[src/rtl/ov7670_stream_gen.sv]
// ov7670_stream_gen: OV7670-style pclk/vsync/href/byte-bus transmitter carrying an RGB565 test pattern.
// Every output except ov_pclk is registered and moves only on clk edges where ov_pclk falls.
module ov7670_stream_gen #(
    parameter int H_ACTIVE    = 640,
    parameter int V_ACTIVE    = 480,
    parameter int H_BLANK     = 144,
    parameter int VSYNC_LINES = 3,
    parameter int V_BACK      = 17,
    parameter int V_FRONT     = 10
) (
    input  logic        clk,
    input  logic        reset,
    input  logic        enable,
    input  logic [1:0]  pattern_sel,
    input  logic [15:0] solid_color,
    output logic        ov_pclk,
    output logic        vsync,
    output logic        href,
    output logic [7:0]  ov7670_data,
    output logic        frame_done,
    output logic [7:0]  frame_cnt,
    output logic        busy
);
    localparam int LINE_T = 2 * H_ACTIVE + H_BLANK;
    localparam int HREF_T = 2 * H_ACTIVE;
    localparam int BAR_B  = H_ACTIVE / 4;
    localparam int LM1    = VSYNC_LINES > V_BACK ? VSYNC_LINES : V_BACK;
    localparam int LM2    = V_ACTIVE > V_FRONT ? V_ACTIVE : V_FRONT;
    localparam int LMAX   = LM1 > LM2 ? LM1 : LM2;
    localparam int CW     = $clog2(LINE_T);
    localparam int LW     = $clog2(LMAX + 1);
    localparam int BW     = $clog2(BAR_B);

    localparam logic [CW-1:0] COL_LAST = CW'(LINE_T - 1);
    localparam logic [BW-1:0] BAR_LAST = BW'(BAR_B - 1);
    localparam logic [LW-1:0] VS_LAST  = LW'(VSYNC_LINES - 1);
    localparam logic [LW-1:0] VB_LAST  = LW'(V_BACK - 1);
    localparam logic [LW-1:0] VA_LAST  = LW'(V_ACTIVE - 1);
    localparam logic [LW-1:0] VF_LAST  = LW'(V_FRONT - 1);

    localparam logic [15:0] BARS [8] = '{16'hFFFF, 16'hFFE0, 16'h07FF, 16'h07E0,
                                         16'hF81F, 16'hF800, 16'h001F, 16'h0000};

    typedef enum logic [2:0] {IDLE, VSYNC, VBACK, ACTIVE, VFRONT} state_t;

    state_t        state_q, state_d, nxt;
    logic          pclk_q;
    logic [CW-1:0] col_q, col_d;
    logic [LW-1:0] line_q, line_d, plast;
    logic [2:0]    bar_q, bar_d;
    logic [BW-1:0] bcnt_q, bcnt_d;
    logic [1:0]    pat_q, pat_d;
    logic [15:0]   solid_q, solid_d, pix;
    logic          vsync_q, vsync_d, href_q, href_d, done_q, done_d, busy_q, busy_d;
    logic [7:0]    data_q, data_d, cnt_q, cnt_d;
    logic          col_last, line_last, frame_end, start;

    assign plast = state_q == VSYNC  ? VS_LAST :
                   state_q == VBACK  ? VB_LAST :
                   state_q == ACTIVE ? VA_LAST : VF_LAST;
    assign nxt   = state_q == VSYNC  ? VBACK :
                   state_q == VBACK  ? ACTIVE :
                   state_q == ACTIVE ? VFRONT :
                   enable            ? VSYNC : IDLE;

    assign col_last  = col_q == COL_LAST;
    assign line_last = line_q == plast;
    assign frame_end = state_q == VFRONT && col_last && line_last;
    // Pattern inputs are captured whenever a frame begins, fresh or back-to-back.
    assign start     = enable && (state_q == IDLE || frame_end);

    always_comb begin
        state_d = state_q;
        col_d   = col_q;
        line_d  = line_q;
        bar_d   = bar_q;
        bcnt_d  = bcnt_q;
        pat_d   = pat_q;
        solid_d = solid_q;
        vsync_d = vsync_q;
        href_d  = href_q;
        data_d  = data_q;
        busy_d  = busy_q;
        cnt_d   = cnt_q;
        done_d  = 1'b0;
        pix     = 16'h0000;
        if (pclk_q) begin
            if (state_q != IDLE) begin
                col_d  = col_last ? '0 : col_q + 1'b1;
                line_d = !col_last ? line_q : line_last ? '0 : line_q + 1'b1;
                if (col_last && line_last) state_d = nxt;
                if (frame_end) begin
                    done_d = 1'b1;
                    cnt_d  = cnt_q + 1'b1;
                end
            end else if (enable) begin
                state_d = VSYNC;
            end
            if (start) begin
                pat_d   = pattern_sel;
                solid_d = solid_color;
            end
            // Bar index tracks the byte being presented, so no division by bar width is needed.
            bar_d   = col_d == '0 ? '0 : bcnt_q == BAR_LAST ? bar_q + 1'b1 : bar_q;
            bcnt_d  = (col_d == '0 || bcnt_q == BAR_LAST) ? '0 : bcnt_q + 1'b1;
            pix     = pat_q == 2'd0 ? BARS[bar_d] :
                      pat_q == 2'd1 ? {8'(line_d), 8'(col_d >> 1)} : solid_q;
            vsync_d = state_d == VSYNC;
            busy_d  = state_d != IDLE;
            href_d  = state_d == ACTIVE && int'(col_d) < HREF_T;
            data_d  = !href_d ? 8'h00 : col_d[0] ? pix[7:0] : pix[15:8];
        end
    end

    always_ff @(posedge clk or posedge reset) begin
        if (reset) begin
            state_q <= IDLE;
            pclk_q  <= 1'b0;
            col_q   <= '0;
            line_q  <= '0;
            bar_q   <= '0;
            bcnt_q  <= '0;
            pat_q   <= '0;
            solid_q <= '0;
            vsync_q <= 1'b0;
            href_q  <= 1'b0;
            data_q  <= '0;
            done_q  <= 1'b0;
            busy_q  <= 1'b0;
            cnt_q   <= '0;
        end else begin
            state_q <= state_d;
            pclk_q  <= ~pclk_q;
            col_q   <= col_d;
            line_q  <= line_d;
            bar_q   <= bar_d;
            bcnt_q  <= bcnt_d;
            pat_q   <= pat_d;
            solid_q <= solid_d;
            vsync_q <= vsync_d;
            href_q  <= href_d;
            data_q  <= data_d;
            done_q  <= done_d;
            busy_q  <= busy_d;
            cnt_q   <= cnt_d;
        end
    end

    assign ov_pclk     = pclk_q;
    assign vsync       = vsync_q;
    assign href        = href_q;
    assign ov7670_data = data_q;
    assign frame_done  = done_q;
    assign frame_cnt   = cnt_q;
    assign busy        = busy_q;
endmodule

[config.mk]
export PLATFORM = sky130hd
export DESIGN_NAME = ov7670_stream_gen
export DESIGN_NICKNAME = d
export VERILOG_FILES = /design/src/rtl/ov7670_stream_gen.sv
export SDC_FILE = /design/constraint.sdc
export NUM_CORES = 1
export LEC_CHECK = 0
export ABC_AREA = 1
export CORE_ASPECT_RATIO = 1.25
export CORE_MARGIN = 2
export CORE_UTILIZATION = 45
export CTS_CLUSTER_SIZE = 8
export DETAILED_ROUTE_END_ITERATION = 8
export GPL_TIMING_DRIVEN = 0
export PLACE_DENSITY = 0.65
export SLEW_MARGIN = 10
export SYNTH_ARGS = -nofsm -noshare
export SYNTH_HDL_FRONTEND = slang
export SYNTH_SLANG_ARGS = --single-unit
[constraint.sdc]
create_clock -name clk -period 5.9 [get_ports clk]
set_clock_uncertainty 0.15 [all_clocks]
set_input_delay 0.59 -clock clk [delete_from_list [all_inputs] [get_ports clk]]
set_output_delay 0.59 -clock clk [all_outputs]
set_load 0.01 [all_outputs]
[After elaboration in Yosys (flattened, before gate mapping)]
Memories as Yosys holds them, arrays and structs flattened.
Index checks and enable logic that the tools add are counted.
Word-level totals
  memories: 1
  ROM bits: 128
  input bits: 21
  output and inout port bits: 21
  word-level logic and storage cells: 79
  flip-flop bits (word level): 73
Operators by class
  reduce and logical (&&, ||, !) cells: 15
  bitwise operators: 2
  order comparisons: 2
  equality and inequality tests: 10
  multiplexer cells: 29
  $add $sub $neg: 5
Memory list
  (no name shown): depth 8, width 16, rd ports 1, clocked after Yosys merged registers in 0, write ports 0, RTL line 106  | pix = pat_q == 2'd0 ? BARS[bar_d] :
Operators with widths (number)
  $mux W16: 4
  $mux W8: 5
  $mux W9: 4
  $mux W11: 3
  $mux W3: 9
  $add A8 B1 Y8 const B: 2
  $add A11 B1 Y11 const B: 1
  $eq A11 B11 Y1 const B: 1
  $logic_not A11 Y1: 1
  $lt A11 B11 Y1 const B: 1
  $add A9 B1 Y9 const B: 1
  $eq A3 B2 Y1 const B: 3
  $eq A9 B9 Y1: 1
  $eq A8 B8 Y1 const B: 1
  $eq A3 B1 Y1 const B: 2
  $reduce_and A3 Y1: 2
  $reduce_bool A3 Y1: 2
  $logic_and A1 B1 Y1: 5
  $ge A4 B4 Y1 const B: 1
  $mux W1: 4
  $not A3 Y4: 1
  $add A3 B1 Y3 const B: 1
  $eq A3 B3 Y1 const B: 1
  $logic_not A3 Y1: 1
  5 further kinds: 6

[Longest topological paths before layout]
Gate-level depths: netlist of the first run.
  depth after elaboration: 13
  mapped depth: 15
  mapped depth without buffers: 15

[Worst setup path before layout of the first run]
OpenSTA, ideal clock, no wires.
  path type: reg2reg
  start: register col_q[0]
  end: register solid_q[10]
  setup time: 125 ps
  data arrival time: 1868 ps
  period minus slack after synthesis: 2143 ps
  required time: 5625 ps
  slack: 3757 ps
  cell stages (with the launch flop): 11
  buffers on the path: 1
  cell sequence: dfrtp_1 ha_1 inv_1 nor2_4 nand2_1 nor2_2 nand3_4 nand2_4 nand4_4 buf_6 mux2_4
Between the ends
  word-level cells in the longest chain between the ends: 6
RTL lines
  start, declared: RTL line 48  | logic [CW-1:0] col_q, col_d;
  start signal, assigned: RTL line 134  | col_q <= col_d;
  $eq A11 B11 Y1: RTL line 66  | assign col_last = col_q == COL_LAST;
  $logic_and A1 B1 Y1 (2 in series): RTL line 68  | assign frame_end = state_q == VFRONT && col_last && line_last;
  $logic_or A1 B1 Y1: RTL line 70  | assign start = enable && (state_q == IDLE || frame_end);
  $logic_and A1 B1 Y1: RTL line 70
  $reduce_and A2 Y1 (no line)
  end signal, assigned: RTL line 139  | solid_q <= solid_d;
  end, declared: RTL line 53  | logic [15:0] solid_q, solid_d, pix;
No other way between the ends.
A chain may end at the register's enable or synchronous reset.

[Worst setup path after layout of the first run]
  start: register col_q[0]
  end: register data_q[1], in the netlist ov7670_data[1]
Between the ends
  word-level cells in the longest chain between the ends: 13
  elaborated cells on any way between the ends: 24
  those cells by class: 1 x add/sub; 1 x order compare; 2 x eq/ne; 15 x mux; 1 x bitwise; 3 x reduce/logical; 1 x memory
RTL lines
  $add A11 B1 Y11 / $eq A11 B11 Y1 (equally long branches): RTL line 89, 66
  $mux W11: RTL line 89  | col_d = col_last ? '0 : col_q + 1'b1;
  $mux W11: RTL line 88  | if (state_q != IDLE) begin
  $mux W11: RTL line 87  | if (pclk_q) begin
  $logic_not A11 Y1: RTL line 104  | bar_d = col_d == '0 ? '0 : bcnt_q == BAR_LAST ? bar_q + 1'b1 : bar_q;
  $mux W3: RTL line 104
  $not A3 Y4 (not written as such): RTL line 106
  $mem_v2 Z8 W16
  $mux W16 (not written as such) (2 in series): RTL line 106
  $mux W16: RTL line 106
  $mux W8: RTL line 111  | data_d = !href_d ? 8'h00 : col_d[0] ? pix[7:0] : pix[15:8];
  $mux W8 *: RTL line 111
  end signal, assigned: RTL line 142  | data_q <= data_d;
  end, declared: RTL line 55  | logic [7:0] data_q, data_d, cnt_q, cnt_d;
Mark *: on every way between the ends. The rest lies on a longest branch, timed or not. The select of a mux whose other input is x is not followed.

==> reports/qor.csv, run 1 <==
stage,metric,value,unit
clock_network,clk_latency,0.34,ns
synthesis,ys_ff_latch,73,
clock_network,cts.sink_count,73,
floorplan,ioPinCount,42,
power_and_ir_drop,peakVddDrop,112,uV
sta,clock.fmax,371,MHz
sta,worst_slack,3.21,ns
synthesis,synth_warnings,0,
placed_design,port_buffers,41,
synthesis,yosys-mux-area-fraction,0.0547,
floorplan,start_util,0.464,
final_layout,nFillCells,897,
worst_setup_path,crit_path_end_kind,register,
clock_network,numCtsBuffers,9,
synthesis,synth_edf_count,0,
global_routing,grt_use_met1,0.247,
clock_network,path_clk_slew,0.06,ns
global_routing,grt_pass1_vias,3602,
power_and_ir_drop,p_sw_frac,0.196,
floorplan,dieArea,10300,um2
route,detail_route.wl_per_cell,14.8,um
final_layout,layout-drive-gt1-share,0.125,
synthesis,synth-async-reset-ratio,1.00,
worst_setup_path,cp_max_fo,9,
route,final_antenna_net_count,0,
global_routing,use_met2,0.368,
power_and_ir_drop,power.share.clock,0.508,
final_layout,num_antenna_cells,0,
global_routing,grt_max_degree,50,
global_routing,top_usage_layer,met2,
floorplan,num_rows,39,
sta,tightest_slew,0.602,ns
floorplan,die_h,113,um
route,num_vias,3678,
global_routing,grt_util_met3,0.0293,
sta,rsz0062_at_grt,no,
route,drc_errors,0,
placed_design,dp_slack,3.25,ns
final_layout,postLayoutCoreUtil,0.561,
placed_design,hpwl,7900,um
worst_setup_path,start_kind,register,
clock_network,clock_path_buffers,2,
power_and_ir_drop,total_switching_power,0.210,mW
route,vias_per_cell,5.26,
placed_design,gp_congestion,0.894,
sta,period_share,0.456,
job,cap_viol_max_count,0,
worst_setup_path,crit_required,6.03,ns
sta,min_period,2.69,ns
global_routing,gr-total-overflow,0,
floorplan,core_area,9170,um2
synthesis,synth_area,4250,um2
synthesis,syn_inst,519,
power_and_ir_drop,leakagePower,2.40,nW
run_status,status,finished clean,
final_layout,final_common_cell,nand2_1,
clock_network,ctsHtreeMaxLevel,3,
sta,hold_viol,0,
synthesis,ys_types,48,
synthesis,synth-simple-area-share,0.327,
floorplan,die_w,91.0,um
route,drt_iter0_drc,276,
power_and_ir_drop,power.internal,0.861,mW
sta,max_slew_margin,0.599,
synthesis,synth-main-ff-cell,dfrtp_1,
global_routing,grt_pass1_wl,17200,um
worst_setup_path,critPathArrivalTime,2.82,ns
synthesis,syn_avg_cell_area,8.20,um2
sta,fin_tns_setup,0,ns
power_and_ir_drop,pwr-share-comb,0.024,
route,drt-pass1-iter-count,4,
final_layout,final_nets,598,
global_routing,grt.total_usage,0.212,
worst_hold_path,hold_path_class,register to register,
clock_network,ctsResizeCount,0,
power_and_ir_drop,seq_power_share,0.468,
synthesis,synth_top_family_by_area,simple AND/OR/NAND/NOR gates,
final_layout,areaGrowthSynthToFinish,20.9,%
synthesis,ys_seq_area_frac,0.429,
sta,setup_viol,0,
synthesis,synth-compound-area-share,0.0826,
synthesis,yosys.area_share.adder,0.0147,
clock_network,cts_hold_buf,0,
power_and_ir_drop,powerDensity,208,nW/um2
clock_network,cts-root-buf,clkbuf_16,
synthesis,synth_fp_nets,545,
clock_network,cts_tree,yes,
final_layout,final_cell_mix,"138 x nand2_1, 73 x dfrtp_1, 50 x nand3_1",
sta,drv_slew,0,
worst_setup_path,path_class,register to register,
clock_network,cts_post_setup_buffers_inserted,0,
synthesis,yosys.area_share.xor_xnor,0.0329,
route,wirelength,10400,um
global_routing,antenna_found_initial,0,
## power by group through the flow
| stage | logic [mW] | clock network, mW | registers (mW) |
|---|---|---|---|
| floorplan | 0.00773 | 0 | 0.510 |
| global placement | 0.0241 | 0 | 0.510 |
| detailed placement | 0.0270 | 0 | 0.510 |
| CTS | 0.0270 | 0.553 | 0.501 |
| global route | 0.0293 | 0.573 | 0.501 |
| finish | 0.0259 | 0.544 | 0.501 |
## synth_stat cells (3+ instances only)
master | number | area, um2
nor2_4 | 4 | 45.0
nand3_1 | 50 | 250
nor2_1 | 43 | 161
inv_1 | 39 | 146
a21oi_1 | 23 | 115
nor3b_1 | 3 | 22.5
dfrtp_1 | 73 | 1830
xor2_1 | 11 | 96.3
nand2_1 | 138 | 518
mux2_4 | 14 | 210
xnor2_1 | 5 | 43.8
nand3_2 | 7 | 70.1
nand3b_1 | 4 | 30.0
ha_1 | 5 | 62.6
inv_2 | 4 | 15.0
o21ai_0 | 30 | 150
nand4_1 | 11 | 68.8
clkbuf_1 | 9 | 33.8
nand2_2 | 6 | 37.5
nor3_1 | 4 | 20.0
## sequential cells by signal, indices dropped and copies added, names as in the netlist, 2 cells and up
signal and cells:
solid_q 16, col_q 11, line_q 9, bcnt_q 8
frame_cnt 8, ov7670_data 8, bar_q 3, state_q 3
pat_q 2
## cell type report
class / count / area (um2) / area share
buffer: 15 / 76.3 / 0.0148
clock buffer: 12 / 256 / 0.0499
clock inverter: 3 / 40.0 / 0.00778
inverter: 45 / 175 / 0.0340
multi-input combinational: 386 / 2180 / 0.423
sequential: 73 / 1830 / 0.355
tap: 123 / 154 / 0.0299
timing repair buffer: 42 / 438 / 0.0851
## kinds of logic after synthesis
kind of cell	after synthesis
AO/OA/AOI/OAI	65
AND/OR/NAND/NOR	284
multiplexers	16
XOR/XNOR	16
buffers and inverters	60
flip-flops	73
adder cells (fa/ha/maj)	5
## worst max-delay path, stage by stage (launching register included)
cell	delay (ns)
dfrtp_1	0.42
ha_1	0.19
inv_1	0.08
nor2_4	0.22
nand4_4	0.22
nand3_1	0.23
nand3_1	0.13
nor2_1	0.20
nand3_2	0.25
nand3_2	0.21
nand3_1	0.09
nand2_1	0.09
nand2_1	0.07
nand2_1	0.07
## per-layer routing
| layer | wire (um) | vias up |
|---|---|---|
| li1 | - | 1822 |
| met1 | 4390 | 1731 |
| met2 | 5140 | 97 |
| met3 | 353 | 28 |
| met4 | 466 | 0 |
| met5 | 0 | - |
## stage by stage
step | hold slack (ns) | instances | cell area (um2) | total power [mW]
6_report | 0.328 | 699 | 5140 | 1.07
5_1_grt | 0.356 | 699 | 5140 | 1.10
4_1_cts | 0.331 | 699 | 5140 | 1.08
3_5_place_dp | 0.316 | 684 | 4850 | 0.537
3_3_place_gp | 0.317 | 683 | 4820 | 0.534
2_1_floorplan | 0.319 | 519 | 4250 | 0.518
## path summary, 6_finish.rpt
kind / depth (start not counted) / slack (ns) / end / start
worst max-delay path: 13 / 3.21 / ov7670_data[1]$_DFFE_PP0P_ / col_q[0]$_DFFE_PP0P_
worst min-delay path: 2 / 0.33 / ov7670_data[1]$_DFFE_PP0P_ / ov7670_data[1]$_DFFE_PP0P_
worst max register to register: 13 / 3.21 / ov7670_data[1]$_DFFE_PP0P_ / col_q[0]$_DFFE_PP0P_
worst min register to register: 2 / 0.33 / ov7670_data[1]$_DFFE_PP0P_ / ov7670_data[1]$_DFFE_PP0P_
max in group asynchronous: 3 / 4.63 / col_q[1]$_DFFE_PP0P_ / reset
min in group asynchronous: 2 / 0.43 / bcnt_q[2]$_DFFE_PP0P_ / reset
(Power assumes the default switching activity.)
==> inputs of run 2 (changes only) <==
--- a/config.mk
+++ b/config.mk
@@ -12,7 +12,7 @@
 export CTS_CLUSTER_SIZE = 8
 export DETAILED_ROUTE_END_ITERATION = 8
 export GPL_TIMING_DRIVEN = 0
-export PLACE_DENSITY = 0.65
+export PLACE_DENSITY = 0.68
 export SLEW_MARGIN = 10
 export SYNTH_ARGS = -nofsm -noshare
 export SYNTH_HDL_FRONTEND = slang
==> constraint.sdc (replaced) <==
create_clock -name clk -period 2.3 [get_ports clk]
set_clock_uncertainty 0.15 [all_clocks]
set_input_delay 0.23 -clock clk [delete_from_list [all_inputs] [get_ports clk]]
set_output_delay 0.23 -clock clk [all_outputs]
set_load 0.01 [all_outputs]
==> run 2 against run 1 <==
  * Highest routed layer unchanged
  * Flip-flop and latch count is the same
  * Global-route usage grew 1.4 points
  * Sequential power grew to 2.6 times the previous value
  * Critical endpoint is now ov7670_data[7]$_DFFE_PP0P_
  * Largest cell class unchanged
  * Final cell count grew 5.0%
  * The flow now finishes with violations (negative setup slack)
  * Combinational power grew to 2.6 times the previous value
  * Hold slack lost 0.24 ns
  * Power grew to 2.5 times the previous value
  * Clock-buffer cell count grew 1
==> reports/qor.csv, run 2 (synthesis gave the netlist of run 1 again) <==
stage,metric,value,unit,change
floorplan,start_util,0.464,,unchanged
sta,max_slew_margin,0.541,,was 0.599
final_layout,final_cell_mix,"131 x nand2_1, 68 x dfrtp_1, 41 x clkdlybuf4s50_1",,"was 138 x nand2_1, 73 x dfrtp_1, 50 x nand3_1"
clock_network,clk_latency,0.34,ns,about the same
worst_setup_path,crit_path_end_kind,register,,unchanged
worst_setup_path,critPathArrivalTime,2.47,ns,was 2.82 ns
placed_design,gp_congestion,0.897,,was 0.894
worst_hold_path,hold_path_class,input port to async pin,,was register to register
floorplan,ioPinCount,42,,unchanged
global_routing,antenna_found_initial,0,,unchanged
clock_network,numCtsBuffers,9,,unchanged
worst_setup_path,max_stage_delay,0.37,ns,was 0.42 ns
clock_network,cts.sink_count,73,,unchanged
final_layout,layout-drive-gt1-share,0.247,,was 0.125
clock_network,ctsHtreeMaxLevel,3,,unchanged
worst_setup_path,cp_max_fo,5,,was 9
clock_network,cts-root-buf,clkbuf_16,,unchanged
final_layout,num_antenna_cells,0,,unchanged
sta,worst_slack,-0.0468,ns,was 3.21 ns
route,drc_errors,0,,unchanged
clock_network,clock_path_buffers,2,,unchanged
sta,rsz0062_at_grt,yes,,was no
placed_design,port_buffers,41,,unchanged
floorplan,die_h,113,um,unchanged
sta,drv_slew,0,,unchanged
final_layout,regMostFlops,solid_q,,unchanged
floorplan,core_area,9170,um2,unchanged
run_status,status,"finished, violations left",,was finished clean
global_routing,grt_max_degree,44,,was 50
power_and_ir_drop,leakagePower,2.65,nW,was 2.40 nW
sta,tightest_slew,0.685,ns,was 0.602 ns
worst_setup_path,start_kind,register,,unchanged
worst_setup_path,path_class,register to register,,unchanged
final_layout,reg.largest.list,"solid_q: 16 flops, col_q: 11 flops, line_q: 9 flops",,unchanged
final_layout,final_nets,633,,was 598
worst_setup_path,crit_required,2.43,ns,was 6.03 ns
worst_setup_path,path_buf_inv,2,,was 1
global_routing,grt_pass1_wl,18400,um,was 17200 um
placed_design,hpwl,7720,um,was 7900 um
sta,period_share,1.02,,was 0.456
sta,setup_viol,22,,was 0
global_routing,grt_pass1_vias,3857,,was 3602
final_layout,stdcell_area,5730,um2,was 5140 um2
route,num_vias,4033,,was 3678
floorplan,die_w,91.0,um,unchanged
final_layout,nFillCells,796,,was 897
worst_setup_path,critical_path.top_delay_family,simple AND/OR/NAND/NOR gates,,unchanged
sta,min_period,2.35,ns,was 2.69 ns
sta,hold_viol,0,,unchanged
route,detail_route.wl_per_cell,15.7,um,was 14.8 um
worst_setup_path,cpMaxStageDelayCell,dfrtp_1,,unchanged
sta,clock.fmax,426,MHz,was 371 MHz
route,vias_per_cell,5.49,,was 5.26
sta,holdWs,0.0847,ns,was 0.328 ns
placed_design,dpl_cell_area,4850,um2,unchanged
placed_design,dp_slack,-0.336,ns,was 3.25 ns
final_layout,largest_reg_flops,16,,unchanged
run_status,violations,negative setup slack,,
job,cap_viol_max_count,0,,unchanged
global_routing,grt.total_usage,0.225,,was 0.212
power_and_ir_drop,peakVddDrop,397,uV,was 112 uV
worst_setup_path,crit_chain,ha_2 > inv_2 > nor2_4 > buf_4 > nand4_1 > nand3_4 > nand3_2 > nor2_4 > nand3_4 > nand3_4 > nand3_2 > nand2_2 > nand3_2 > nand2_1,,was ha_1 > inv_1 > nor2_4 > nand4_4 > nand3_1 > nand3_1 > nor2_1 > nand3_2 > nand3_2 > nand3_1 > nand2_1 > nand2_1 > nand2_1
route,drt_iter0_drc,262,,was 276
route,final_antenna_net_count,0,,unchanged
final_layout,final_common_cell,nand2_1,,unchanged
clock_network,path_clk_slew,0.06,ns,about the same
route,drt-pass1-iter-count,6,,was 4
power_and_ir_drop,powerDensity,470,nW/um2,was 208 nW/um2
route,wirelength,11500,um,was 10400 um
floorplan,dieArea,10300,um2,unchanged
clock_network,cts_tree,yes,,unchanged
final_layout,areaGrowthSynthToFinish,34.7,%,was 20.9%
floorplan,num_rows,39,,unchanged
global_routing,gr-total-overflow,0,,unchanged
==> run 2: where the power goes <==
part	internal [mW]	leakage (nW)	switching (mW)
Combinational	0.0353	1.56	0.0318
Sequential	1.28	0.960	0
Clock	0.811	0.138	0.530
Total	2.13	2.65	0.561
==> run 2: layout make-up <==
type / instances / area, um2 / area share
Buffer: 15 / 90.1 / 0.0157
Clock buffer: 13 / 270 / 0.0472
Clock inverter: 2 / 12.5 / 0.00218
Inverter: 45 / 176 / 0.0308
Multi-Input combinational cell: 386 / 2440 / 0.427
Sequential cell: 73 / 1830 / 0.320
Tap cell: 123 / 154 / 0.0269
Timing Repair Buffer: 77 / 749 / 0.131
==> run 2: metal layers <==
| layer | wire [um] | global-route usage |
|---|---|---|
| met1 | 4630 | 0.262 |
| met2 | 5820 | 0.389 |
| met3 | 606 | 0.0379 |
| met4 | 469 | 0.136 |
| met5 | 0 | 0 |
==> run 2: path summary, 6_finish.rpt <==
path / startpoint / end / slack [ns] / cells after the start
worst max-delay path: col_q[0]$_DFFE_PP0P_ / ov7670_data[7]$_DFFE_PP0P_ / -0.05 / 14
worst min-delay path: reset / ov7670_data[5]$_DFFE_PP0P_ / 0.08 / 2
worst max register to register: col_q[0]$_DFFE_PP0P_ / ov7670_data[7]$_DFFE_PP0P_ / -0.05 / 14
worst min register to register: ov7670_data[6]$_DFFE_PP0P_ / ov7670_data[6]$_DFFE_PP0P_ / 0.33 / 2
max in group asynchronous: reset / state_q[2]$_DFFE_PP0P_ / 1.35 / 3
min in group clk: solid_color[7] / solid_q[7]$_DFFE_PP0P_ / 0.33 / 3
==> run 2: worst register-to-register path, delay by kind of cell (launching register included) <==
kind                       cells  cell delay [ns]
buffers and inverters          2             0.20
DFF                            1             0.37
and+or+nand+nor               11             1.37
adders and majority gates      1             0.20
==> run 2: repair_timing <==
action	4_1_cts	5_1_grt
setup endpoints to repair	44	41
pin swaps	12	21
cloned	0	1
resized for setup	26	50
setup buffers	17	17
hold buffers	0	0
==> run 2: stage by stage <==
step	utilization	power (mW)	setup TNS [ns]	instances
5_1_grt	0.625	2.77	-3.05	734
6_report	0.625	2.69	-0.424	734
2_1_floorplan	-	1.33	0	519
3_3_place_gp	0.525	1.37	-89.14	683
3_5_place_dp	0.529	1.38	-6.89	684
4_1_cts	0.588	2.71	-0.0214	716
